$ cat config.mk
export PLATFORM = sky130hd
export DESIGN_NAME = slave_fifo_fsm_flat
export DESIGN_NICKNAME = d
export VERILOG_FILES = /design/src/rtl/slave_fifo_fsm_pkg.sv /design/src/rtl/slave_fifo_fsm_if.sv /design/src/rtl/slave_fifo_buf.sv /design/src/rtl/slave_fifo_fsm.sv /design/src/flat_wrapper.sv
export SDC_FILE = /design/constraint.sdc
export NUM_CORES = 1
export LEC_CHECK = 0
export ABC_CLOCK_PERIOD_IN_PS = 3100
export CORE_UTILIZATION = 52
export CTS_CLUSTER_DIAMETER = 100
export DETAILED_ROUTE_END_ITERATION = 10
export PLACE_DENSITY = 0.84
export SYNTH_ARGS = -nofsm -noshare
export SYNTH_HDL_FRONTEND = slang
export SYNTH_SLANG_ARGS = --single-unit
$ cat constraint.sdc
create_clock -name clk -period 3.1 [get_ports clk]
set_clock_uncertainty 0.1 [all_clocks]
set_input_delay 0.62 -clock clk [delete_from_list [all_inputs] [get_ports clk]]
set_output_delay 0.62 -clock clk [all_outputs]
set_load 0.01 [all_outputs]
$ cat src/rtl/slave_fifo_fsm_pkg.sv
// slave_fifo_fsm_pkg: shared state encoding and parameter defaults for the slave FIFO handshake
package slave_fifo_fsm_pkg;
    typedef enum logic [1:0] {
        WAIT    = 2'd0,
        ACK     = 2'd1,
        RELEASE = 2'd2
    } state_t;
    localparam int DEF_DATA_W     = 8;
    localparam int DEF_DEPTH      = 4;
    localparam int DEF_ACK_CYCLES = 2;
    localparam int DEF_FOUR_PHASE = 0;
endpackage

$ cat src/rtl/slave_fifo_fsm_if.sv
// slave_fifo_fsm_if: request/ack handshake plus consumer read port of the slave FIFO
interface slave_fifo_fsm_if
    import slave_fifo_fsm_pkg::*;
#(
    parameter int DATA_W = DEF_DATA_W,
    parameter int DEPTH  = DEF_DEPTH
);
    localparam int CW = $clog2(DEPTH) + 1;
    logic              req;
    logic [DATA_W-1:0] data_in;
    logic              ack;
    logic [DATA_W-1:0] last_byte;
    logic              rd_en;
    logic [DATA_W-1:0] rd_data;
    logic              empty;
    logic              full;
    logic [CW-1:0]     count;
    modport master (
        output req, data_in, rd_en,
        input  ack, last_byte, rd_data, empty, full, count
    );
    modport slave (
        input  req, data_in, rd_en,
        output ack, last_byte, rd_data, empty, full, count
    );
endinterface

$ cat src/rtl/slave_fifo_buf.sv
// slave_fifo_buf: first-word fall-through receive buffer; full/empty come from the occupancy count
module slave_fifo_buf
    import slave_fifo_fsm_pkg::*;
#(
    parameter int DATA_W = DEF_DATA_W,
    parameter int DEPTH  = DEF_DEPTH
) (
    input  logic                     clk,
    input  logic                     rst_n,
    input  logic                     i_push,
    input  logic                     i_pop,
    input  logic [DATA_W-1:0]        i_data,
    output logic [DATA_W-1:0]        o_data,
    output logic [$clog2(DEPTH):0]   o_count,
    output logic                     o_empty,
    output logic                     o_full
);
    localparam int AW = $clog2(DEPTH);
    logic [DATA_W-1:0] r_mem [DEPTH];
    logic [AW-1:0]     r_wr_ptr;
    logic [AW-1:0]     r_rd_ptr;
    logic [AW:0]       r_count;
    logic              w_push;
    logic              w_pop;
    assign w_push = i_push && !o_full;
    assign w_pop  = i_pop && !o_empty;
    // DEPTH is a power of two, so pointers wrap by natural overflow
    always_ff @(posedge clk or negedge rst_n) begin
        if (!rst_n) begin
            r_wr_ptr <= '0;
            r_rd_ptr <= '0;
            r_count  <= '0;
        end else begin
            if (w_push) r_wr_ptr <= r_wr_ptr + 1'b1;
            if (w_pop) r_rd_ptr <= r_rd_ptr + 1'b1;
            r_count <= r_count + (AW+1)'(w_push) - (AW+1)'(w_pop);
        end
    end
    always_ff @(posedge clk) begin
        if (w_push) r_mem[r_wr_ptr] <= i_data;
    end
    assign o_data  = r_mem[r_rd_ptr];
    assign o_count = r_count;
    assign o_empty = r_count == '0;
    assign o_full  = r_count == (AW+1)'(DEPTH);
endmodule

$ cat src/rtl/slave_fifo_fsm.sv
// slave_fifo_fsm: req/ack slave that buffers each accepted word; ack is a registered state decode
module slave_fifo_fsm
    import slave_fifo_fsm_pkg::*;
#(
    parameter int DATA_W     = DEF_DATA_W,
    parameter int DEPTH      = DEF_DEPTH,
    parameter int ACK_CYCLES = DEF_ACK_CYCLES,
    parameter int FOUR_PHASE = DEF_FOUR_PHASE
) (
    input logic             clk,
    input logic             rst_n,
    slave_fifo_fsm_if.slave bus
);
    state_t                r_state;
    logic                  r_ack;
    logic [3:0]            r_ack_cnt;
    logic [DATA_W-1:0]     r_last_byte;
    logic                  w_accept;
    logic                  w_full;
    logic                  w_empty;
    logic [DATA_W-1:0]     w_rd_data;
    logic [$clog2(DEPTH):0] w_count;
    // full is sampled before any same-edge pop, so a pop never unblocks acceptance that edge
    assign w_accept = (r_state == WAIT) && bus.req && !w_full;
    always_ff @(posedge clk or negedge rst_n) begin
        if (!rst_n) begin
            r_state     <= WAIT;
            r_ack       <= 1'b0;
            r_ack_cnt   <= '0;
            r_last_byte <= '0;
        end else begin
            case (r_state)
                WAIT: if (w_accept) begin
                    r_state     <= ACK;
                    r_ack       <= 1'b1;
                    r_ack_cnt   <= '0;
                    r_last_byte <= bus.data_in;
                end
                ACK: if (r_ack_cnt == 4'(ACK_CYCLES - 1)) begin
                    r_state <= (FOUR_PHASE != 0) ? RELEASE : WAIT;
                    r_ack   <= 1'b0;
                end else begin
                    r_ack_cnt <= r_ack_cnt + 1'b1;
                end
                RELEASE: if (!bus.req) r_state <= WAIT;
                default: begin
                    r_state <= WAIT;
                    r_ack   <= 1'b0;
                end
            endcase
        end
    end
    slave_fifo_buf #(.DATA_W(DATA_W), .DEPTH(DEPTH)) u_buf (
        .clk     (clk),
        .rst_n   (rst_n),
        .i_push  (w_accept),
        .i_pop   (bus.rd_en),
        .i_data  (bus.data_in),
        .o_data  (w_rd_data),
        .o_count (w_count),
        .o_empty (w_empty),
        .o_full  (w_full)
    );
    assign bus.ack       = r_ack;
    assign bus.last_byte = r_last_byte;
    assign bus.rd_data   = w_rd_data;
    assign bus.empty     = w_empty;
    assign bus.full      = w_full;
    assign bus.count     = w_count;
endmodule

$ cat src/flat_wrapper.sv
// flat-port wrapper written by rule: the top's interface ports become plain ports
module slave_fifo_fsm_flat import slave_fifo_fsm_pkg::*;
#(
    parameter int DATA_W     = DEF_DATA_W,
    parameter int DEPTH      = DEF_DEPTH,
    parameter int ACK_CYCLES = DEF_ACK_CYCLES,
    parameter int FOUR_PHASE = DEF_FOUR_PHASE
)
  (clk, rst_n, bus_req, bus_data_in, bus_rd_en, bus_ack, bus_last_byte, bus_rd_data, bus_empty, bus_full, bus_count);
  slave_fifo_fsm_if #(.DATA_W(DATA_W), .DEPTH(DEPTH)) bus_i ();
  input logic clk;
  input logic rst_n;
  input wire logic [$bits(bus_i.req)-1:0] bus_req;
  input wire logic [$bits(bus_i.data_in)-1:0] bus_data_in;
  input wire logic [$bits(bus_i.rd_en)-1:0] bus_rd_en;
  output wire logic [$bits(bus_i.ack)-1:0] bus_ack;
  output wire logic [$bits(bus_i.last_byte)-1:0] bus_last_byte;
  output wire logic [$bits(bus_i.rd_data)-1:0] bus_rd_data;
  output wire logic [$bits(bus_i.empty)-1:0] bus_empty;
  output wire logic [$bits(bus_i.full)-1:0] bus_full;
  output wire logic [$bits(bus_i.count)-1:0] bus_count;
  assign bus_i.req = bus_req;
  assign bus_i.data_in = bus_data_in;
  assign bus_i.rd_en = bus_rd_en;
  assign bus_ack = bus_i.ack;
  assign bus_last_byte = bus_i.last_byte;
  assign bus_rd_data = bus_i.rd_data;
  assign bus_empty = bus_i.empty;
  assign bus_full = bus_i.full;
  assign bus_count = bus_i.count;
  slave_fifo_fsm #(.DATA_W(DATA_W), .DEPTH(DEPTH), .ACK_CYCLES(ACK_CYCLES), .FOUR_PHASE(FOUR_PHASE)) u_core (.clk(clk), .rst_n(rst_n), .bus(bus_i));
endmodule
# After elaboration in Yosys (flattened, before gate mapping)
# Memories as Yosys holds them, arrays and structs flattened.
# Index checks and enable logic that the tools add are counted.
[totals] ff_bits=22 latchBits=0 ramBits=32 rom_bits=0 mem_count=1
[op_classes] addsub=5 mul=0 div=0 order_cmp=0 eq_ne=8 n_shift=0 mux=12 bitwise_logic=1 reduce_logical=13
[memory_table] name="u_core.u_buf.r_mem" words=4 word_bits=8 read_ports=1 rd_ports_with_merged_regs=0 write_ports=1 line_no="slave_fifo_buf.sv:19" source="logic [DATA_W-1:0] r_mem [DEPTH];"
[ops] op="$reduce_and 3->1" count=3
[ops] op="$mux 4" count=2
[ops] op="$pmux 4 s2" count=1
[ops] op="$mux 2" count=3
[ops] op="$ne 2x2->1 const B" count=3
[ops] op="$pmux 2 s3" count=1
[ops] op="$add 2x1->2 const B" count=2
[ops] op="$add 4x1->4 const B" count=1
[ops] op="$eq 4x1->1 const B" count=1
[ops] op="$logic_and 1x1->1" count=4
[ops] op="$mux 1" count=4
[ops] op="$add 3x1->3" count=1
[ops] op="$eq 3x3->1 const B" count=1
[ops] op="$logic_not 3->1" count=1
[ops] op="$pmux 1 s3" count=1
[ops] op="$sub 3x1->3" count=1
[ops] op="$eq 2x1->1 const B" count=1
[ops] op="$eq 2x2->1 const B" count=1
[ops] op="$logic_not 1->1" count=2
[ops] op="$logic_not 2->1" count=1
[ops] op="$ne 2x1->1 const B" count=1
[ops] op="$reduce_and 2->1" count=1
[ops] op="$reduce_bool 2->1" count=1
[ops] op="$not 1->1" count=1

# Longest topological paths before layout
# Gate-level depths: netlist of run 1.
[logic_depth] depth_word=6 ltp_mapped=10

# Hierarchy
# Synthesis of run 1 repeated with hierarchy kept, for this count alone.
[hier_totals] hier_cells=128 hier_area_um2=2220.9
[by_module_without_submodules] mod="slave_fifo_buf" instances=1 cells_per_inst=84 area_per_inst_um2=1624.1 seq_area_each_um2=1136.1
[by_module_without_submodules] mod="slave_fifo_fsm" instances=1 cells_per_inst=44 area_per_inst_um2=596.8 seq_area_each_um2=325.3

# Worst setup path before layout of run 1
# No wires, ideal clock.
[synth_path] path_kind="register to register" startpoint="reg u_core.u_buf.r_count[2] (netlist: u_core.u_buf.o_count[2])" endpoint="reg u_core.u_buf.r_count[2] (netlist: u_core.u_buf.o_count[2])" setup_time_ps=127 arrival_ps=2196 required_time_ps=2873 slack_ps=677 stages_incl_launch_ff=11 path_cell_list="dfrtp_1 > nor3b_2 > nor3b_2 > buf_2 > inv_1 > ha_1 > inv_1 > ha_1 > fa_1 > xor2_1 > xnor2_1"
[synth_via] elab_chain_len=6 elab_cells_between_ends=9
[synth_rtl] item="start, declared" line_no="slave_fifo_buf.sv:22" source="logic [AW:0] r_count;"
[synth_rtl] item="start signal, assigned" line_no="slave_fifo_buf.sv:36" source="r_count <= r_count + (AW+1)'(w_push) - (AW+1)'(w_pop);"
[synth_rtl] item="$eq 3x3->1 (*)" line_no="slave_fifo_buf.sv:45" source="assign o_full = r_count == (AW+1)'(DEPTH);"
[synth_rtl] item="via bus_full" line_no="flat_wrapper.sv:20" source="output wire logic [$bits(bus_i.full)-1:0] bus_full;"
[synth_rtl] item="$logic_not 1->1 (*)" line_no="slave_fifo_buf.sv:25, slave_fifo_fsm.sv:24"
[synth_rtl] item="$logic_and 1x1->1" line_no="slave_fifo_fsm.sv:24" source="assign w_accept = (r_state == WAIT) && bus.req && !w_full;"
[synth_rtl] item="$logic_and 1x1->1 (*)" line_no="slave_fifo_buf.sv:25" source="assign w_push = i_push && !o_full;"
[synth_rtl] item="$add 3x1->3 (*)" line_no="slave_fifo_buf.sv:36"
[synth_rtl] item="$sub 3x1->3 (*)" line_no="slave_fifo_buf.sv:36"
# The timed path passes the listed nets; every way through them passes the cells marked *.
# A chain may end at the register's enable or synchronous reset.

# Worst setup path in the final report of run 1
[layout_path] startpoint="reg u_core.u_buf.r_rd_ptr[0]" endpoint="out bus_rd_data[4]"
[layout_via] elab_chain_len=1
[layout_rtl] item="start, declared" line_no="slave_fifo_buf.sv:21" source="logic [AW-1:0] r_rd_ptr;"
[layout_rtl] item="start signal, assigned" line_no="slave_fifo_buf.sv:35" source="if (w_pop) r_rd_ptr <= r_rd_ptr + 1'b1;"
[layout_rtl] item="$mem_v2 4x8"
[layout_rtl] item="end, declared" line_no="flat_wrapper.sv:18" source="output wire logic [$bits(bus_i.rd_data)-1:0] bus_rd_data;"
# Every way passes these cells.

==> results of run 1 <==
[layout make-up]
| class | instances | area, um2 | area share |
|---|---|---|---|
| Clock buffer | 7 | 86.3 | 0.0328 |
| Inverter | 8 | 30.0 | 0.0114 |
| Sequential cell | 52 | 1460 | 0.555 |
| Multi-Input combinational cell | 56 | 634 | 0.241 |
| Timing Repair Buffer | 36 | 353 | 0.134 |
| Tap cell | 50 | 62.6 | 0.0238 |
| Clock inverter | 1 | 3.75 | 0.00143 |
[Yosys cell counts]
cell type,count,area share
inv_1,8,0.014
ha_1,8,0.047
nor3b_2,2,0.012
buf_2,2,0.0047
buf_6,1,0.0052
edfxtp_1,32,0.45
or2_2,1,0.0029
o21ai_0,4,0.0093
dfrtp_1,20,0.23
o21bai_1,1,0.0035
a21oi_1,2,0.0047
fa_1,1,0.0093
buf_1,1,0.0017
xnor2_1,3,0.012
nand2_1,4,0.0070
xor2_1,2,0.0081
o31a_1,1,0.0041
mux2_4,9,0.063
nor3_1,1,0.0023
or3_1,3,0.0087
nand4_1,1,0.0029
mux4_2,8,0.084
nor3b_1,1,0.0035
and2_1,4,0.012
[sequential cells by signal (all words and copies together) (netlist names)]
register               count
u_core.u_buf.o_count       3
u_core.u_buf.r_wr_ptr      2
u_core.u_buf.r_rd_ptr      2
u_core.u_buf.r_mem        32
u_core.bus.ack             1
u_core.r_ack_cnt           4
u_core.bus.last_byte       8
[final timing paths]
path / endpoint / cells past startpoint / from / slack, ns
max in group asynchronous: u_core.u_buf.r_wr_ptr[1] / 2 / rst_n / 2.13
min: u_core.bus.last_byte[3] / 1 / u_core.bus.last_byte[3] / 0.42
min reg2reg: u_core.bus.last_byte[3] / 1 / u_core.bus.last_byte[3] / 0.42
min in group asynchronous: u_core.u_buf.r_rd_ptr[0] / 2 / rst_n / 0.55
max: bus_rd_data[4] / 3 / u_core.u_buf.r_rd_ptr[0] / 0.38
max reg2reg: u_core.u_buf.o_count[2] / 9 / u_core.u_buf.o_count[2] / 0.86
[power breakdown]
group          leakage [nW]  internal [mW]  switching, mW
logic                 0.427          0.598          0.395
clock network        0.0459          0.179          0.201
registers             0.530          0.926          0.155
[layer usage]
| layer | vias up | part of all wire | wire length (um) |
|---|---|---|---|
| met5 | - | 0 | 0 |
| met4 | 0 | 0.023 | 81 |
| met3 | 8 | 0.032 | 112 |
| met2 | 21 | 0.53 | 1890 |
| met1 | 589 | 0.41 | 1460 |
| li1 | 519 | - | - |
[cell families after synthesis]
family	Yosys count
flip-flops	52
adder cells (fa/ha/maj)	9
multiplexers	17
AO/OA/AOI/OAI	8
XOR/XNOR	5
AND/OR/NAND/NOR	17
buffers and inverters	12
==> impl_metrics.yaml, run 1 <==
status:
  status: "complete, no violations"
drt:
  first_pass_iters: 4
  routedWlPerCell_um: 16.9
  wirelength_mm: 3.55
  drt_iter0_drc: 65
  vias_per_cell: 5.41
  drc_errors: 0
  postRouteAntennaNets: 0
  num_vias: 1137
clock_network:
  post_cts_buffers: 0
  clk_latency_ns: 0.30
  cts_tree: "done"
  hold_buffers: 0
  htree_num_levels: 2
  clockBufferDepth: 2
  cts.root.buffer_cell: "clkbuf_8"
  clk_pin_slew_ns: 0.09
  cts.repair.resized: 0
  numCtsBuffers: 5
  clkSinkCount: 52
final_layout:
  fin_area_um2: 2630
  layout-drive-gt1-share: 0.181
  post-route-util: 0.663
  fill_cells: 263
  fin_nets: 180
  area_growth_syn_to_layout_pct: 22.3
  n_antenna_cell: 0
  fin_cells: 210
  final_common_cell: "clkdlybuf4s50_1"
  layout_common_cells: "clkdlybuf4s50_1 (33), edfxtp_1 (32), dfrtp_1 (20)"
job:
  cap_violations: 0
floorplanning:
  io_pins: 34
  start_util: 0.542
  rows: 23
  die_h_um: 66.3
  coreArea_um2: 3970
  die_w_um: 66.3
  die-area_um2: 4400
timing:
  setup_tns_ns: 0
  slew_headroom: 0.689
  post-route-period-util: 0.877
  setup_viol: 0
  drv_slew: 0
  max_freq_ghz: 0.368
  tightest_slew_ns: 0.466
  hold_slack_ns: 0.418
  fin_crit_ns: 2.72
  finalHoldViolations: 0
  setup_slack_ns: 0.380
  rsz0062_at_grt: "false"
placement:
  place_ws_ns: 0.371
  gp_congestion: 0.717
  dp.cells: 202
  portBuffers: 33
  place_hpwl_mm: 2.47
  place_area_um2: 2540
power_and_ir_drop:
  power_density_nw_per_um2: 932
  vdd_drop_max_mv: 0.484
  leakagePower_nw: 1.00
  p_total_mw: 2.45
critical_path:
  arrival_ns: 2.00
  startpoint_type: "flop"
  critPathMaxStageDelay_ns: 0.53
  crit_chain: "buf_4 > mux4_2 > clkdlybuf4s50_1"
  crit_fanout: 7
  cp_slowest_cell: "mux4_2"
  worst-path-buf-inv: 2
  path_class: "flop to output pin"
  critPathTopFamily: "buffers and inverters"
  crit_required_ns: 2.38
  cp-end-kind: "output pin"
global_routing:
  grt_usage: 0.190
  top_usage_layer: "met2"
  use_met2: 0.324
  first_global_vias: 1188
  grt_use_met3: 0.0466
  grt_remaining_overflow: 0
  antenna_found_initial: 0
  grtUsageMet1: 0.220
  grt_max_degree: 21
  grt_pass1_wl_mm: 5.71
yosys:
  synth-simple-area-share: 0.0506
  synth_compound_area_frac: 0.0215
  yosysSeqAreaShare: 0.679
  yosysWarnings: 0
  synth_nets: 141
  synth_top_family_by_area: "multiplexers"
  syn_area_um2: 2150
  yosysUniqueCellTypes: 24
  synthMuxAreaShare: 0.147
  syn_inst: 120
  ys_ff_latch: 52
  avgSynthCellArea_um2: 17.9
  synthAdderAreaFrac: 0.0558
  synth_xor_area_frac: 0.0204
hold_path:
  hold_class: "flop to flop"
Power figures use the tool's default switching activity.
==> run 2, diff against run 1 <==
Settings changed: CELL_PAD_IN_SITES_DETAIL_PLACEMENT set to 0, CELL_PAD_IN_SITES_GLOBAL_PLACEMENT set to 1, CORE_UTILIZATION 52 to 44.
==> impl_metrics.yaml, run 2 (synthesis gave the netlist of run 1 again) <==
status:
  status: "complete, no violations"
global_routing:
  grt_remaining_overflow: 0
  grt_pass1_wl_mm: 5.98
  antenna_found_initial: 0
  first_global_vias: 1166
  grt_max_degree: 21
  grt_usage: 0.159
critical_path:
  path_class: "flop to output pin"
  cp_slowest_cell: "dfrtp_1"
  worstSetupPathDepth: 2
  critPathTopFamily: "flip-flops"
  startpoint_type: "flop"
  arrival_ns: 2.07
  critPathMaxStageDelay_ns: 0.70
  rr_worst_depth: 9
  crit_fanout: 9
  crit_chain: "mux4_2 > clkdlybuf4s50_1"
  crit_required_ns: 2.38
  cp-end-kind: "output pin"
  worst-path-buf-inv: 1
drt:
  drc_errors: 0
  vias_per_cell: 4.94
  wl_met1_mm: 1.55
  top_layer: "met4"
  num_vias: 1122
  dr_wl_met3_um: 137
  first_pass_iters: 4
  wirelength_mm: 3.65
  met2_wirelength_mm: 1.94
  drt_iter0_drc: 73
  routedWlPerCell_um: 16.1
  postRouteAntennaNets: 0
floorplanning:
  die_w_um: 71.9
  start_util: 0.455
  rows: 25
  die-area_um2: 5170
  die_h_um: 71.9
  io_pins: 34
  coreArea_um2: 4720
timing:
  drv_slew: 0
  finalHoldViolations: 0
  tightest_slew_ns: 0.554
  fin_crit_ns: 2.79
  setup_tns_ns: 0
  slew_headroom: 0.630
  max_freq_ghz: 0.358
  post-route-period-util: 0.901
  setup_slack_ns: 0.308
  setup_viol: 0
  rsz0062_at_grt: "false"
clock_network:
  clockBufferDepth: 2
  numCtsBuffers: 5
  htree_num_levels: 2
  clkSinkCount: 52
  cts_tree: "done"
  cts.repair.resized: 0
  clk_latency_ns: 0.29
  hold_buffers: 0
  cts.root.buffer_cell: "clkbuf_8"
  post_cts_buffers: 0
  clk_pin_slew_ns: 0.09
placement:
  portBuffers: 33
  dp.cells: 219
  place_area_um2: 2560
  place_ws_ns: 0.351
  gp_congestion: 0.686
  place_hpwl_mm: 2.49
power_and_ir_drop:
  vdd_drop_max_mv: 0.374
  power_density_nw_per_um2: 927
  leakagePower_nw: 1.00
final_layout:
  layout_common_cells: "clkdlybuf4s50_1 (33), edfxtp_1 (32), dfrtp_1 (20)"
  n_antenna_cell: 0
  fin_cells: 227
  fin_area_um2: 2650
  largest-register: "u_core.u_buf.r_mem"
  area_growth_syn_to_layout_pct: 23.3
  layout-drive-gt1-share: 0.181
  fin_nets: 180
  final_common_cell: "clkdlybuf4s50_1"
  largest_reg_flops: 32
job:
  cap_violations: 0
hold_path:
  hold_class: "flop to flop"
  whs_path_depth: 1
## run 2: cell counts in the layout (fill, tap and decap cells not counted)
Identical to the previous run, type by type.
## run 2: cell type report
type / count / area, um2
Clock buffer: 7 / 86.3
Clock inverter: 1 / 3.75
Fill cell: 363 / 2070
Inverter: 8 / 30.0
Multi-Input combinational cell: 56 / 634
Sequential cell: 52 / 1460
Tap cell: 67 / 83.8
Timing Repair Buffer: 36 / 353
## run 2: power by group
| part | internal [mW] | switching [mW] |
|---|---|---|
| sequential | 0.926 | 0.176 |
| combinational | 0.600 | 0.372 |
| clock | 0.179 | 0.205 |
## run 2: worst reg2reg max path: stages, from the launching register on
cell,delay [ns]
dfrtp_1,0.44
nor3b_2,0.19
nor3b_2,0.20
inv_1,0.07
ha_1,0.27
inv_1,0.04
ha_1,0.19
fa_1,0.39
xor2_1,0.17
xnor2_1,0.13
## run 2: per-layer routing
layer / track usage / up-vias
li1: - / 516
met1: 0.207 / 575
met2: 0.270 / 27
met3: 0.0458 / 4
met4: 0.0327 / 0
met5: 0 / -
## run 2: path summary, 6_finish.rpt
check / from / endpoint / slack (ns)
hold reg to reg: u_core.bus.last_byte[4] / u_core.bus.last_byte[4] / 0.42
max in group asynchronous: rst_n / u_core.u_buf.r_wr_ptr[1] / 2.12
setup reg to reg: u_core.u_buf.o_count[2] / u_core.u_buf.o_count[2] / 0.80
min in group asynchronous: rst_n / u_core.bus.last_byte[1] / 0.56
setup / recovery: u_core.u_buf.r_rd_ptr[0] / bus_rd_data[6] / 0.31
hold / removal: u_core.bus.last_byte[4] / u_core.bus.last_byte[4] / 0.42
## run 2: metrics by stage
step           power, mW  utilization  hold slack [ns]
2_1_floorplan       1.65            -            0.224
3_3_place_gp        2.05        0.543            0.395
3_5_place_dp        2.11        0.543            0.398
4_1_cts             2.49        0.562            0.419
5_1_grt             2.63        0.562            0.450
6_report            2.46        0.562            0.418
==> run 3, diff against run 2 <==
Settings changed: CORE_UTILIZATION 44 to 40, PLACE_DENSITY 0.84 to 0.78.
==> impl_metrics.yaml, run 3 (synthesis gave the netlist of run 1 again) <==
drt:
  wirelength_mm: 3.60
  postRouteAntennaNets: 0
  top_layer: "met4"
  num_vias: 1128
  met2_wirelength_mm: 1.84
  dr_wl_met3_um: 99
  vias_per_cell: 4.90
  routedWlPerCell_um: 15.7
  first_pass_iters: 2
  drc_errors: 0
  wl_met1_mm: 1.60
  drt_iter0_drc: 100
job:
  cap_violations: 0
timing:
  setup_viol: 0
  post-route-period-util: 0.898
  rsz0062_at_grt: "false"
  max_freq_ghz: 0.359
  tightest_slew_ns: 0.533
  drv_slew: 0
  setup_slack_ns: 0.316
  finalHoldViolations: 0
  fin_crit_ns: 2.78
  slew_headroom: 0.644
  setup_tns_ns: 0
placement:
  gp_congestion: 0.640
  portBuffers: 33
  place_hpwl_mm: 2.46
  place_ws_ns: 0.366
  dp.cells: 222
floorplanning:
  start_util: 0.418
  coreArea_um2: 5140
  io_pins: 34
  die-area_um2: 5670
  rows: 26
  die_w_um: 75.3
  die_h_um: 75.3
clock_network:
  clkSinkCount: 52
  hold_buffers: 0
  post_cts_buffers: 0
  numCtsBuffers: 5
  cts.repair.resized: 0
  cts.root.buffer_cell: "clkbuf_8"
  clockBufferDepth: 2
  htree_num_levels: 2
  cts_tree: "done"
  clk_pin_slew_ns: 0.09
  clk_latency_ns: 0.30
power_and_ir_drop:
  switching_share: 0.306
  seqPwrFrac: 0.439
  p_int_mw: 1.71
  comb_power_share: 0.403
  clock_power_share: 0.158
  leakagePower_nw: 1.00
  p_switching_mw: 0.753
  power_density_nw_per_um2: 927
  vdd_drop_max_mv: 0.448
final_layout:
  area_growth_syn_to_layout_pct: 23.5
  fin_cells: 230
  largest-register: "u_core.u_buf.r_mem"
  layout_common_cells: "clkdlybuf4s50_1 (33), edfxtp_1 (32), dfrtp_1 (20)"
  fill_cells: 453
  fin_nets: 180
  final_common_cell: "clkdlybuf4s50_1"
  layout-drive-gt1-share: 0.181
  n_antenna_cell: 0
  largest_reg_flops: 32
critical_path:
  worstSetupPathDepth: 3
  crit_chain: "buf_4 > mux4_2 > clkdlybuf4s50_1"
  worst-path-buf-inv: 2
  crit_fanout: 6
  arrival_ns: 2.06
  startpoint_type: "flop"
  cp_slowest_cell: "dfrtp_1"
  critPathTopFamily: "buffers and inverters"
  cp-end-kind: "output pin"
  critPathMaxStageDelay_ns: 0.52
  path_class: "flop to output pin"
  crit_required_ns: 2.38
  rr_worst_depth: 9
hold_path:
  whs_path_depth: 1
  hold_class: "flop to flop"
global_routing:
  grt_pass1_wl_mm: 5.59
  grt_max_degree: 21
  grt_usage: 0.145
  grt_remaining_overflow: 0
  first_global_vias: 1107
  antenna_found_initial: 0
status:
  status: "complete, no violations"
[run 3: cell types whose count changed in the layout (fill, tap and decap cells not counted), sizes merged]
cell / change
clkbuf: +1
clkinv: -1
[run 3: final cells by class]
class	instances	area (um2)	share of cell area
Sequential cell	52	1460	0.550
Tap cell	70	87.6	0.0330
Inverter	8	30.0	0.0113
Clock buffer	8	90.1	0.0339
Multi-Input combinational cell	56	634	0.239
Timing Repair Buffer	36	353	0.133
[run 3: power groups by stage]
stage,sequential (mW),combinational [mW],clock (mW)
2_1_floorplan,1.07,0.578,0
3_3_place_gp,1.09,0.968,0
3_5_place_dp,1.10,1.00,0
4_1_cts,1.09,1.01,0.397
5_1_grt,1.11,1.08,0.427
6_report,1.08,0.992,0.389
[run 3: metrics by stage]
stage | hold WS [ns] | cell area, um2 | total power [mW] | util
floorplan | 0.224 | 2150 | 1.65 | -
global placement | 0.394 | 2570 | 2.06 | 0.499
finish | 0.411 | 2660 | 2.46 | 0.517
CTS | 0.415 | 2660 | 2.49 | 0.517
global route | 0.448 | 2660 | 2.62 | 0.517
detailed placement | 0.392 | 2570 | 2.10 | 0.499
[run 3: final timing paths]
path                                          start  slack (ns)                       to
max in group asynchronous                     rst_n        2.12  u_core.bus.last_byte[1]
setup / recovery           u_core.u_buf.r_rd_ptr[0]        0.32           bus_rd_data[3]
setup reg to reg            u_core.u_buf.o_count[2]        0.84  u_core.u_buf.o_count[2]
min in group asynchronous                     rst_n        0.55  u_core.bus.last_byte[3]
hold reg to reg             u_core.bus.last_byte[7]        0.41  u_core.bus.last_byte[7]
hold / removal              u_core.bus.last_byte[7]        0.41  u_core.bus.last_byte[7]
[run 3: layer usage]
| metal | vias up | global-route usage |
|---|---|---|
| li1 | 522 | - |
| met1 | 584 | 0.177 |
| met2 | 18 | 0.242 |
| met3 | 4 | 0.0437 |
| met4 | 0 | 0.0617 |
| met5 | - | 0 |
